### src/rtl/pwm_rgb_bz_gen.sv
// ---------------------------------------------------------------------------
// pwm_rgb_bz_gen
//
// Takes the period register and the four duty registers written by the MCU in
// the FlexBus clock domain and brings them into the PWM clock domain. From
// them it builds four glitch-free, edge-aligned PWM outputs (buzzer and
// red/green/blue LED). A new register set takes effect only at a period
// boundary, or at once while the generator is stopped or parked.
//
// Ports:
//   CLK            PWM time base, rising edge
//   RST_n          asynchronous, active-low reset
//   EN             run enable (synchronous to CLK)
//   FREQ_Cnt_Reg   period in CLK cycles (low CNT_W bits used)
//   BZ_Puty_Reg    buzzer high-time in CLK cycles
//   LEDR_Puty_Reg  red high-time
//   LEDG_Puty_Reg  green high-time
//   LEDB_Puty_Reg  blue high-time
//   BZ_PWM         buzzer PWM
//   LEDR_PWM       red PWM
//   LEDG_PWM       green PWM
//   LEDB_PWM       blue PWM
//   PERIOD_TICK    one-CLK pulse in the cycle the counter shows 0 in RUN
//   CNT            current period counter (debug/readback)
//
// Build option:
//   PWM_ACTIVE_LOW_EN  when defined, the four PWM outputs are inverted
//                      (active level 0, inactive/reset level 1).
//                      PERIOD_TICK and CNT are unaffected.
// ---------------------------------------------------------------------------
module pwm_rgb_bz_gen #(
  parameter int CNT_W      = 32,
  parameter int MIN_PERIOD = 2,
  parameter int STABLE_CYC = 2
) (
  input  logic             CLK,
  input  logic             RST_n,
  input  logic             EN,
  input  logic [31:0]      FREQ_Cnt_Reg,
  input  logic [31:0]      BZ_Puty_Reg,
  input  logic [31:0]      LEDR_Puty_Reg,
  input  logic [31:0]      LEDG_Puty_Reg,
  input  logic [31:0]      LEDB_Puty_Reg,
  output logic             BZ_PWM,
  output logic             LEDR_PWM,
  output logic             LEDG_PWM,
  output logic             LEDB_PWM,
  output logic             PERIOD_TICK,
  output logic [CNT_W-1:0] CNT
);

  localparam int SW = (STABLE_CYC < 2) ? 1 : $clog2(STABLE_CYC + 1);
  localparam logic [SW-1:0]    STAB_MAX = SW'(STABLE_CYC);
  localparam logic [CNT_W-1:0] MIN_P    = CNT_W'(MIN_PERIOD);

  typedef enum logic [1:0] {
    IDLE = 2'd0,
    PARK = 2'd1,
    RUN  = 2'd2
  } state_t;

  // Word 0 is the period, words 1..4 are the buzzer/R/G/B duties.
  logic [4:0][CNT_W-1:0] in_word;
  logic [4:0][CNT_W-1:0] s1;
  logic [4:0][CNT_W-1:0] s2;
  logic [4:0][CNT_W-1:0] pending;
  logic [SW-1:0]         stab;

  logic [CNT_W-1:0]      period_sh;
  logic [3:0][CNT_W-1:0] duty_sh;

  state_t                state;
  state_t                next_state;
  logic [CNT_W-1:0]      cnt;
  logic [CNT_W-1:0]      cnt_next;
  logic                  terminal;
  logic                  load;
  logic [3:0]            pwm_q;
  logic [3:0]            pwm_next;

  assign in_word = {LEDB_Puty_Reg[CNT_W-1:0], LEDG_Puty_Reg[CNT_W-1:0],
                    LEDR_Puty_Reg[CNT_W-1:0], BZ_Puty_Reg[CNT_W-1:0],
                    FREQ_Cnt_Reg[CNT_W-1:0]};

  // Two-stage sampling of the whole register bundle. The bundle is only
  // trusted once it has been seen unchanged for STABLE_CYC consecutive
  // compares, so a write caught half-way through (torn across words or bits)
  // never reaches the pending set.
  always_ff @(posedge CLK or negedge RST_n) begin
    if (!RST_n) begin
      s1      <= '0;
      s2      <= '0;
      stab    <= '0;
      pending <= '0;
    end else begin
      s1 <= in_word;
      s2 <= s1;
      if (s1 == s2) begin
        if (stab != STAB_MAX)
          stab <= stab + SW'(1);
      end else begin
        stab <= '0;
      end
      if (stab == STAB_MAX)
        pending <= s2;
    end
  end

  assign terminal = (state == RUN) && (cnt == period_sh - CNT_W'(1));

  // Next-state, counter and output decode. The shadows reload only at the
  // end of a period, while stopped, or while parked, so a running period
  // never sees its period or duty change under it. A period that ends with
  // a too-short pending period drops into PARK instead of running it.
  always_comb begin
    next_state = state;
    load       = 1'b0;
    cnt_next   = '0;
    pwm_next   = '0;

    case (state)
      IDLE: begin
        if (EN)
          next_state = (period_sh >= MIN_P) ? RUN : PARK;
      end
      PARK: begin
        if (!EN)
          next_state = IDLE;
        else if (period_sh >= MIN_P)
          next_state = RUN;
      end
      RUN: begin
        if (!EN)
          next_state = IDLE;
        else if (terminal && (pending[0] < MIN_P))
          next_state = PARK;
      end
      default: next_state = IDLE;
    endcase

    load = !EN || (state == PARK) || terminal;

    if ((state == RUN) && (next_state == RUN) && !terminal)
      cnt_next = cnt + CNT_W'(1);

    // The output flop carries the compare of the counter it saw, so it lags
    // CNT by one clock; leaving RUN forces it inactive on the very next cycle.
    for (int i = 0; i < 4; i++)
      pwm_next[i] = (state == RUN) && (next_state == RUN) && (cnt < duty_sh[i]);
  end

  // State, counter, shadows and the registered PWM levels.
  always_ff @(posedge CLK or negedge RST_n) begin
    if (!RST_n) begin
      state     <= IDLE;
      cnt       <= '0;
      period_sh <= '0;
      duty_sh   <= '0;
      pwm_q     <= '0;
    end else begin
      state <= next_state;
      cnt   <= cnt_next;
      pwm_q <= pwm_next;
      if (load) begin
        period_sh <= pending[0];
        duty_sh   <= pending[4:1];
      end
    end
  end

  assign PERIOD_TICK = (state == RUN) && (cnt == '0);
  assign CNT         = cnt;

`ifdef PWM_ACTIVE_LOW_EN
  assign {LEDB_PWM, LEDG_PWM, LEDR_PWM, BZ_PWM} = ~pwm_q;
`else
  assign {LEDB_PWM, LEDG_PWM, LEDR_PWM, BZ_PWM} = pwm_q;
`endif

endmodule

### config.mk
export PLATFORM = sky130hd
export DESIGN_NAME = pwm_rgb_bz_gen
export DESIGN_NICKNAME = d
export VERILOG_FILES = /design/src/rtl/pwm_rgb_bz_gen.sv
export SDC_FILE = /design/constraint.sdc
export NUM_CORES = 1
export LEC_CHECK = 0
export BUFFER_PORTS_ARGS = -buffer_cell sky130_fd_sc_hd__buf_2
export CORE_MARGIN = 4
export CORE_UTILIZATION = 35
export CTS_BUF_LIST = sky130_fd_sc_hd__clkbuf_8
export CTS_CLUSTER_SIZE = 20
export DETAILED_ROUTE_END_ITERATION = 6
export SLEW_MARGIN = 20
export SYNTH_ARGS = -nofsm -noshare
export SYNTH_HDL_FRONTEND = slang
export SYNTH_SLANG_ARGS = --single-unit
### constraint.sdc
create_clock -name CLK -period 3.8 [get_ports CLK]
set_input_delay 1.14 -clock CLK [delete_from_list [all_inputs] [get_ports CLK]]
set_output_delay 1.14 -clock CLK [all_outputs]
set_load 0.03 [all_outputs]
==> impl_metrics.json, run 1 <==
{
  "io_buffers": 199,
  "initial_core_util": 0.354,
  "fp.dieH_um": 291,
  "synth_compound_area_frac": 0.0375,
  "gp_congestion": 0.879,
  "dr.pass1.iters": 5,
  "worst-setup-path-type": "flip-flop to flip-flop",
  "cts_root_buffer": "clkbuf_8",
  "grt_pass1_vias": 18800,
  "layout_min_cycle_time_ps": 3800,
  "grt_overflow_total": 0,
  "synthAdderAreaFrac": 0.0578,
  "ys_ff_latch": 680,
  "violations": "setup timing",
  "ioPinCount": 200,
  "grt_pass1_wl_mm": 117,
  "whs_ps": 373,
  "status": "finished, violations left",
  "syn_to_final_growth_pct": 20.9,
  "fillerInstances": 7316,
  "skew_ps": 27.9,
  "final_area_um2": 33800,
  "post_dp_cell_area_um2": 30900,
  "hold_viol": 0,
  "initialDrtViolationCount": 945,
  "synthesis.area_um2": 27900,
  "routedWlPerCell_um": 22.1,
  "ys_seq_area_frac": 0.609,
  "synth-edff-count": 0,
  "ys.flop_type": "dfrtp_1",
  "drive_gt1_frac": 0.306,
  "clkTransAtPathRegs_ps": 60,
  "std_cell_rows": 103,
  "cts_buffers": 112,
  "cts_sinks": 680,
  "worstPathArrival_ps": 4380,
  "yosys_warnings": 0,
  "htreeDepth": 3,
  "rsz0062_at_grt": "yes",
  "synthMuxAreaShare": 0.129,
  "clk_latency_ps": 710,
  "crit_fanout": 12,
  "antenna_left": 0,
  "synthXorXnorAreaFrac": 0.0702,
  "synth_fp_nets": 2328,
  "cts_tree": "done",
  "fin_cells": 3542,
  "fmax_mhz": 263,
  "avgSynthCellArea_um2": 13.7,
  "required_ps": 4380,
  "grt_max_degree": 83,
  "leakage_nw": 16.4,
  "core-area_um2": 79000,
  "antenna_found_initial": 4,
  "slew_viol_final": 0,
  "viasPerCell": 4.86,
  "vias": 17200,
  "synthArstFlopShare": 1.00,
  "fin_nets": 2697,
  "synth-simple-area-share": 0.0678,
  "die_w_um": 291,
  "hold_class": "flip-flop to flip-flop",
  "p_per_area_nw_per_um2": 432,
  "layout_setup_ws_ps": -1.47,
  "dp_slack_ps": -68.2,
  "synth_top_family_by_area": "multiplexers",
  "dp_hpwl_mm": 58.4,
  "post-place-cells": 3322,
  "die_area_um2": 84400,
  "syn_inst": 2036,
  "post-route-period-util": 1.00,
  "start_kind": "flip-flop",
  "relSlewSlack": 0.365,
  "critPathCaptureType": "flip-flop",
  "fin_setup_tns_ps": -1.47,
  "drc": 0,
  "peakVddDrop_mv": 0.293,
  "clockBufferDepth": 3,
  "grt_usage": 0.182,
  "synth.distinct_cells": 56,
  "setup_violations": 1,
  "maxCapViolations": 0,
  "tightest_slew_ps": 944,
  "drt_wl_total_mm": 78.2
}
## power breakdown
group	total, W	switching [W]	internal [W]
sequential	0.00757	0.000148	0.00742
clock	0.00650	0.00287	0.00363
combinational	0.000529	0.000306	0.000222
## state kept, by name, indices dropped and copies added, names as in the netlist
name,count
CNT,32
duty_sh,128
stab,2
state,2
s1,160
pending,160
pwm_q,4
s2,160
period_sh,32
## synthesized netlist by cell type, types with 5 or more instances
cell type	number	area share
dfrtp_1	680	0.61
mux2_2	220	0.089
inv_1	147	0.020
xor2_1	136	0.043
ha_1	129	0.058
mux2_1	100	0.040
xnor2_1	88	0.028
nor4_1	62	0.014
nand4_1	45	0.010
nor2_1	43	0.0058
a21o_1	36	0.0097
a21oi_1	33	0.0059
clkbuf_1	30	0.0040
nor2_2	30	0.0067
nand2_1	29	0.0039
o21ai_0	28	0.0050
nor3_1	25	0.0045
nand3_1	22	0.0039
buf_2	16	0.0029
nand2b_1	11	0.0025
a211oi_1	10	0.0027
nor2b_1	9	0.0020
and3_1	8	0.0018
or4_1	8	0.0021
nor4b_1	7	0.0022
or3_1	7	0.0016
a31oi_1	6	0.0013
and4_1	6	0.0019
and2_1	5	0.0011
o2111ai_1	5	0.0016
o21a_1	5	0.0013
o31ai_1	5	0.0013
## path summary, 6_finish.rpt
kind | to | slack [ps] | from | cells past startpoint
min | s2[34] | 370 | s1[34] | 0
min reg2reg | s2[34] | 370 | s1[34] | 0
max | duty_sh[42] | -1 | period_sh[1] | 12
max reg2reg | duty_sh[42] | -1 | period_sh[1] | 12
min in group asynchronous | s1[17] | 380 | RST_n | 1
max in group asynchronous | s1[42] | 2360 | RST_n | 2
## layout make-up
class / count / area (um^2) / share of cell area
sequential: 680 / 17000 / 0.504
tap: 1050 / 1310 / 0.0389
clock buffer: 136 / 1870 / 0.0554
inverter: 147 / 552 / 0.0163
clock inverter: 63 / 442 / 0.0131
timing repair buffer: 305 / 2170 / 0.0643
antenna: 2 / 5.00 / 0.000148
multi-input combinational: 1159 / 10400 / 0.308
## stage by stage
step,total power (W),util
2_1_floorplan,0.00782,-
3_3_place_gp,0.00820,0.391
3_5_place_dp,0.00822,0.391
4_1_cts,0.0148,0.421
5_1_grt,0.0152,0.428
6_report,0.0146,0.428
## layer usage
metal | wire, um | GRT usage | vias to the layer above
li1 | - | - | 7854
met1 | 35600 | 0.253 | 8875
met2 | 37500 | 0.298 | 376
met3 | 3440 | 0.0297 | 110
met4 | 1760 | 0.0519 | 4
met5 | 14 | 0 | -
## logic make-up after synthesis
family | Yosys count
muxes | 321
xor gates and xnor gates | 224
buffers and inverters | 197
and+or+nand+nor | 329
adders and majority gates | 129
AOI/OAI and AO/OA | 156
DFF | 680
## placed cells by master, fill, tap and decap left out, drive strengths merged, types with 6 or more instances in the layout
master,instances
and4,6
a21o,36
or3,7
o21ai,31
a31oi,6
nor4b,7
mux2,320
nand3,22
nor2b,9
nor2,73
a211oi,10
clkbuf,145
a21oi,33
or4,10
nand2,29
ha,129
inv,188
nand2b,11
and3,8
nand4,45
clkinv,11
buf,296
xor2,136
nor4,62
bufinv,6
dfrtp,680
xnor2,88
nor3,25
## repair_timing
item	4_1_cts	5_1_grt
buffers inserted	2	9
resized for setup	5	63
setup endpoints to repair	139	194
hold buffers	0	0
pin swaps	1	20
hold endpoints to repair	0	0
gates cloned	2	7
## critical path: stages, from the launching register on
cell and delay (ps):
dfrtp_2 440, inv_2 80, ha_4 130, or3b_4 380
or4_4 600, o31a_1 280, o22ai_1 160, nor3_1 80
and4_1 240, a41oi_4 460, buf_12 250, clkbuf_16 210
mux2_2 340
Note: power is estimated with default switching activity, not from simulation.
==> run 2: changes to the inputs <==
--- a/config.mk
+++ b/config.mk
@@ -11,6 +11,7 @@
 export CTS_BUF_LIST = sky130_fd_sc_hd__clkbuf_8
 export CTS_CLUSTER_SIZE = 20
 export DETAILED_ROUTE_END_ITERATION = 6
+export SETUP_SLACK_MARGIN = 0.2
 export SLEW_MARGIN = 20
 export SYNTH_ARGS = -nofsm -noshare
 export SYNTH_HDL_FRONTEND = slang
==> run 2 against run 1 <==
Against the previous run:
- the run now ends clean
- combinational power about the same
- via count down 0.30%
- clock-buffer cell count up 17
- largest power group unchanged
==> impl_metrics.json, run 2 (synthesis gave the netlist of run 1 again) <==
{
  "layout_min_cycle_time_ps": 3670,
  "slew_viol_final": 0,
  "fin_cells": 3547,
  "p_int_w": 0.0116,
  "grt_pass1_wl_mm": 116,
  "post-place-cells": 3307,
  "fp.dieH_um": 291,
  "viasPerCell": 4.84,
  "reg_top3": "pending (160), s1 (160), s2 (160)",
  "final_common_cell": "dfrtp_1",
  "crit_fanout": 13,
  "core-area_um2": 79000,
  "status": "complete, no violations",
  "ioPinCount": 200,
  "io_buffers": 199,
  "die_area_um2": 84400,
  "clk_latency_ps": 750,
  "cts_buffers": 113,
  "power_w": 0.0151,
  "met1_usage": 0.247,
  "worstPathArrival_ps": 4280,
  "cts_tree": "done",
  "rsz0062_at_grt": "yes",
  "tightest_slew_ps": 1040,
  "whs_ps": 284,
  "dr.pass1.iters": 5,
  "dp_hpwl_mm": 57.3,
  "switching_share": 0.227,
  "clkTransAtPathRegs_ps": 60,
  "antenna_found_initial": 5,
  "cts_root_buffer": "clkbuf_8",
  "start_kind": "flip-flop",
  "grt_pass1_vias": 18700,
  "drt_wl_total_mm": 77.2,
  "grt_max_degree": 140,
  "leakage_nw": 16.5,
  "power.switching_w": 0.00342,
  "hold_class": "input pin to asynchronous set/reset pin",
  "use_met3": 0.0343,
  "pwr-share-clk": 0.463,
  "fin_nets": 2693,
  "met2_usage": 0.286,
  "initialDrtViolationCount": 1039,
  "setup_violations": 0,
  "drc": 0,
  "grt_overflow_total": 0,
  "pwr-share-seq": 0.502,
  "gp_congestion": 0.897,
  "std_cell_rows": 103,
  "combPwrFrac": 0.035,
  "syn_to_final_growth_pct": 21.7,
  "die_w_um": 291,
  "crit_chain": "or4_4 > or4_4 > buf_4 > or3_4 > a211oi_2 > o21ai_1 > nor2_1 > a41oi_4 > buf_12 > buf_12 > buf_16 > mux2_1",
  "cts_sinks": 680,
  "p_per_area_nw_per_um2": 443,
  "routedWlPerCell_um": 21.8,
  "drive_gt1_frac": 0.308,
  "initial_core_util": 0.354,
  "relSlewSlack": 0.298,
  "grt_usage": 0.181,
  "fin_setup_tns_ps": 0,
  "final_area_um2": 34000,
  "skew_ps": 66.3,
  "antenna_left": 0,
  "worst-setup-path-type": "flip-flop to flip-flop",
  "maxCapViolations": 0,
  "layout_common_cells": "dfrtp_1 (674), mux2_2 (220), buf_2 (197)",
  "critPathCaptureType": "flip-flop",
  "required_ps": 4410,
  "cp_slowest_stage_delay_ps": 550,
  "grt_busiest_layer": "met2",
  "hold_viol": 0,
  "htreeDepth": 3,
  "post-route-period-util": 0.967,
  "peakVddDrop_mv": 0.259,
  "post_dp_cell_area_um2": 30800,
  "fmax_mhz": 272,
  "crit_slowest_cell": "or4_4",
  "vias": 17200,
  "clockBufferDepth": 3
}
run 2: cell types whose count changed in the layout (fill, tap and decap cells not counted), sizes merged, moves of 2 or more:
cell      change
clkbuf       +12
clkinv        -3
clkinvlp      -2
diode         +2
inv           -4
run 2: path summary, 6_finish.rpt:
path	startpoint	endpoint	slack [ps]	depth (start not counted)
worst max register to register	period_sh[7]	duty_sh[8]	130	12
min in group CLK	s1[76]	s2[76]	340	0
worst min register to register	s1[76]	s2[76]	340	0
worst min-delay path	RST_n	pending[85]	280	1
max in group asynchronous	RST_n	s1[105]	2450	2
worst max-delay path	period_sh[7]	duty_sh[8]	130	12
run 2: repair_timing:
item | CTS | global route
pin swaps | 13 | 7
gates cloned | 5 | 5
endpoints found under the setup margin | 189 | 198
resized for setup | 38 | 12
buffers inserted | 15 | 4
hold buffers | 0 | 0
hold endpoints to repair | 0 | 0
run 2: cell type report:
| type | count | area (um^2) |
|---|---|---|
| flip-flops and latches | 680 | 17000 |
| fillers | 7258 | 45000 |
| repair buffers | 300 | 2230 |
| well taps | 1050 | 1310 |
| clock inverters | 54 | 423 |
| multi-input cells | 1159 | 10300 |
| inverters | 147 | 552 |
| clock buffers | 153 | 2110 |
| diodes | 4 | 10.0 |
run 2: worst max-delay path: cells and delay by family, from the launching register on:
family,cells,cell delay (ps)
and+or+nand+nor,4,1660
buffers and inverters,4,660
AOI/OAI and AO/OA,3,520
DFF,1,380
muxes,1,310
run 2: stage by stage:
stage	setup WS [ps]	util
finish	127	0.430
global route	41.2	0.430
CTS	118	0.428
detailed placement	55.7	0.390
global placement	96.2	0.390
floorplan	174	-
run 2: routing by layer:
metal | routed length [um] | share of wire
met5 | 14 | 0.00018
met4 | 2670 | 0.035
met3 | 3520 | 0.046
met2 | 35800 | 0.46
met1 | 35200 | 0.46
run 2: power groups by stage:
| stage | combinational (W) | clock (W) | sequential [W] |
|---|---|---|---|
| final | 0.000530 | 0.00698 | 0.00756 |
| after global routing | 0.000595 | 0.00750 | 0.00758 |
| after CTS | 0.000534 | 0.00720 | 0.00757 |
| after detailed placement | 0.000516 | 0 | 0.00769 |
| after global placement | 0.000506 | 0 | 0.00769 |
| after floorplan | 0.000181 | 0 | 0.00764 |
==> run 3: changes to the inputs <==
--- a/config.mk
+++ b/config.mk
@@ -7,10 +7,11 @@
 export LEC_CHECK = 0
 export BUFFER_PORTS_ARGS = -buffer_cell sky130_fd_sc_hd__buf_2
 export CORE_MARGIN = 4
-export CORE_UTILIZATION = 35
+export CORE_UTILIZATION = 45
 export CTS_BUF_LIST = sky130_fd_sc_hd__clkbuf_8
 export CTS_CLUSTER_SIZE = 20
 export DETAILED_ROUTE_END_ITERATION = 6
+export MAX_ROUTING_LAYER = met4
 export SETUP_SLACK_MARGIN = 0.2
 export SLEW_MARGIN = 20
 export SYNTH_ARGS = -nofsm -noshare
==> run 3 against run 2 <==
Against the previous run:
- hold slack improved by 99 ps
- critical path type unchanged
- register-to-register slack barely moved
- first-iteration DRC count rose by 0.19%
- non-clock buffer count rose by 16
- highest routed layer is now met4
- maximum frequency rose by 0.14%
- clock power fell by 4.7%
- critical path depth fell by 1
==> impl_metrics.json, run 3 (synthesis gave the netlist of run 1 again) <==
{
  "antenna_found_initial": 2,
  "peakVddDrop_mv": 0.306,
  "ioPinCount": 200,
  "clk_latency_ps": 720,
  "fmax_mhz": 273,
  "routedWlPerCell_um": 22.0,
  "worst-setup-path-type": "flip-flop to flip-flop",
  "leakage_nw": 16.5,
  "rsz0062_at_grt": "yes",
  "status": "complete, no violations",
  "final_common_cell": "dfrtp_1",
  "worstPathArrival_ps": 4260,
  "cts_root_buffer": "clkbuf_8",
  "io_buffers": 199,
  "post-place-cells": 3103,
  "fillerInstances": 5169,
  "hold_path_depth": 0,
  "rrSetupSlack_ps": 130,
  "std_cell_rows": 91,
  "crit_fanout": 8,
  "hold_viol": 0,
  "grt_overflow_total": 0,
  "p_per_area_nw_per_um2": 437,
  "fin_setup_tns_ps": 0,
  "die_w_um": 257,
  "die_area_um2": 66100,
  "grt_usage": 0.231,
  "cts_hold_buf": 0,
  "grt_pass1_vias": 18800,
  "hold_end": "s2[45]",
  "grt_pass1_wl_mm": 113,
  "viasPerCell": 5.16,
  "required_ps": 4390,
  "syn_to_final_growth_pct": 21.0,
  "drive_gt1_frac": 0.309,
  "r2r-start": "period_sh[16]",
  "cts_tree": "done",
  "setup_violations": 0,
  "fp.dieH_um": 257,
  "fin_cells": 3341,
  "r2r-end": "CNT[16]",
  "maxCapViolations": 0,
  "clkTransAtPathRegs_ps": 70,
  "vias": 17200,
  "cts_buffers": 110,
  "gp_congestion": 0.915,
  "slew_viol_final": 0,
  "dp_hpwl_mm": 53.9,
  "core-area_um2": 61600,
  "cts_sinks": 680,
  "reg_top3": "pending (160), s1 (160), s2 (160)",
  "initial_core_util": 0.454,
  "tightest_slew_ps": 995,
  "layout_setup_ws_ps": 132,
  "critPathCaptureType": "flip-flop",
  "layout_common_cells": "dfrtp_1 (673), mux2_2 (220), buf_2 (197)",
  "reg2regPathDepth": 11,
  "start_kind": "flip-flop",
  "drt_wl_total_mm": 73.6,
  "post-route-period-util": 0.965,
  "hold_class": "flip-flop to flip-flop",
  "grt_max_degree": 82,
  "relSlewSlack": 0.331,
  "fin_nets": 2706,
  "layout_min_cycle_time_ps": 3670,
  "drc": 0,
  "antenna_left": 0,
  "hold_start": "s1[45]",
  "skew_ps": 29.7,
  "clockBufferDepth": 3,
  "dp_slack_ps": 34.4,
  "htreeDepth": 3,
  "post-route-util": 0.549,
  "initialDrtViolationCount": 1041,
  "dr.pass1.iters": 6
}
run 3: cell types whose count changed in the layout (fill, tap and decap cells not counted), sizes merged:
cell / previous run / this run
inv: 184 / 177
clkinv: 8 / 23
diode: 4 / 2
clkbuf: 157 / 139
bufinv: 6 / 7
buf: 295 / 313
run 3: where the power goes:
group	internal, W	switching (W)	leakage, nW
logic	0.000254	0.000313	6.45
registers	0.00742	0.000136	8.75
clock network	0.00374	0.00291	1.34
total	0.0114	0.00336	16.5
run 3: worst max path at each step:
stage | from | slack (ps) | to | cells past startpoint
2_1_floorplan | period_sh[0] | 170 | CNT[0] | 12
3_3_place_gp | period_sh[0] | 60 | CNT[31] | 11
3_5_place_dp | period_sh[0] | 30 | CNT[31] | 11
4_1_cts | period_sh[4] | 100 | CNT[16] | 11
5_1_grt | period_sh[4] | 60 | CNT[3] | 11
6_report | period_sh[16] | 130 | CNT[16] | 11
run 3: routing by layer:
| metal | routed length [um] | share of wire | vias up | track usage |
|---|---|---|---|---|
| met5 | 0 | 0 | - | - |
| met4 | 1940 | 0.026 | 0 | 0.0638 |
| met3 | 3260 | 0.044 | 111 | 0.0397 |
| met2 | 35300 | 0.48 | 425 | 0.366 |
| met1 | 33100 | 0.45 | 8821 | 0.312 |
| li1 | - | - | 7870 | - |
run 3: repair_timing:
item / CTS / global route
pin swaps: 9 / 7
gates cloned: 9 / 1
buffers inserted: 25 / 1
resized for setup: 29 / 34
setup endpoints to repair: 170 / 198
run 3: final cells by class:
cell class                 count  area [um^2]  area share
sequential                   680        17000       0.504
multi-input combinational   1159        10300       0.306
timing repair buffer         316         2460      0.0728
clock buffer                 137         1890      0.0558
tap                          837         1050      0.0310
inverter                     147          552      0.0163
clock inverter                63          494      0.0146
antenna                        2         5.00    0.000148
run 3: worst max-delay path: stages, from the launching register on:
cell      delay [ps]
dfrtp_1          400
or4_4            580
or4_4            500
or3_1            370
o31ai_2          240
o211ai_1         150
or4b_4           540
o41ai_4          270
buf_4            200
buf_6            100
buf_12           140
a21oi_1           50
run 3: through the flow:
step / total power (W) / cell area [um^2] / hold slack, ps
floorplan: 0.00782 / 28000 / 354
global placement: 0.00819 / 30600 / 379
detailed placement: 0.00821 / 30600 / 377
CTS: 0.0150 / 33600 / 386
global route: 0.0154 / 33800 / 384
finish: 0.0148 / 33800 / 383
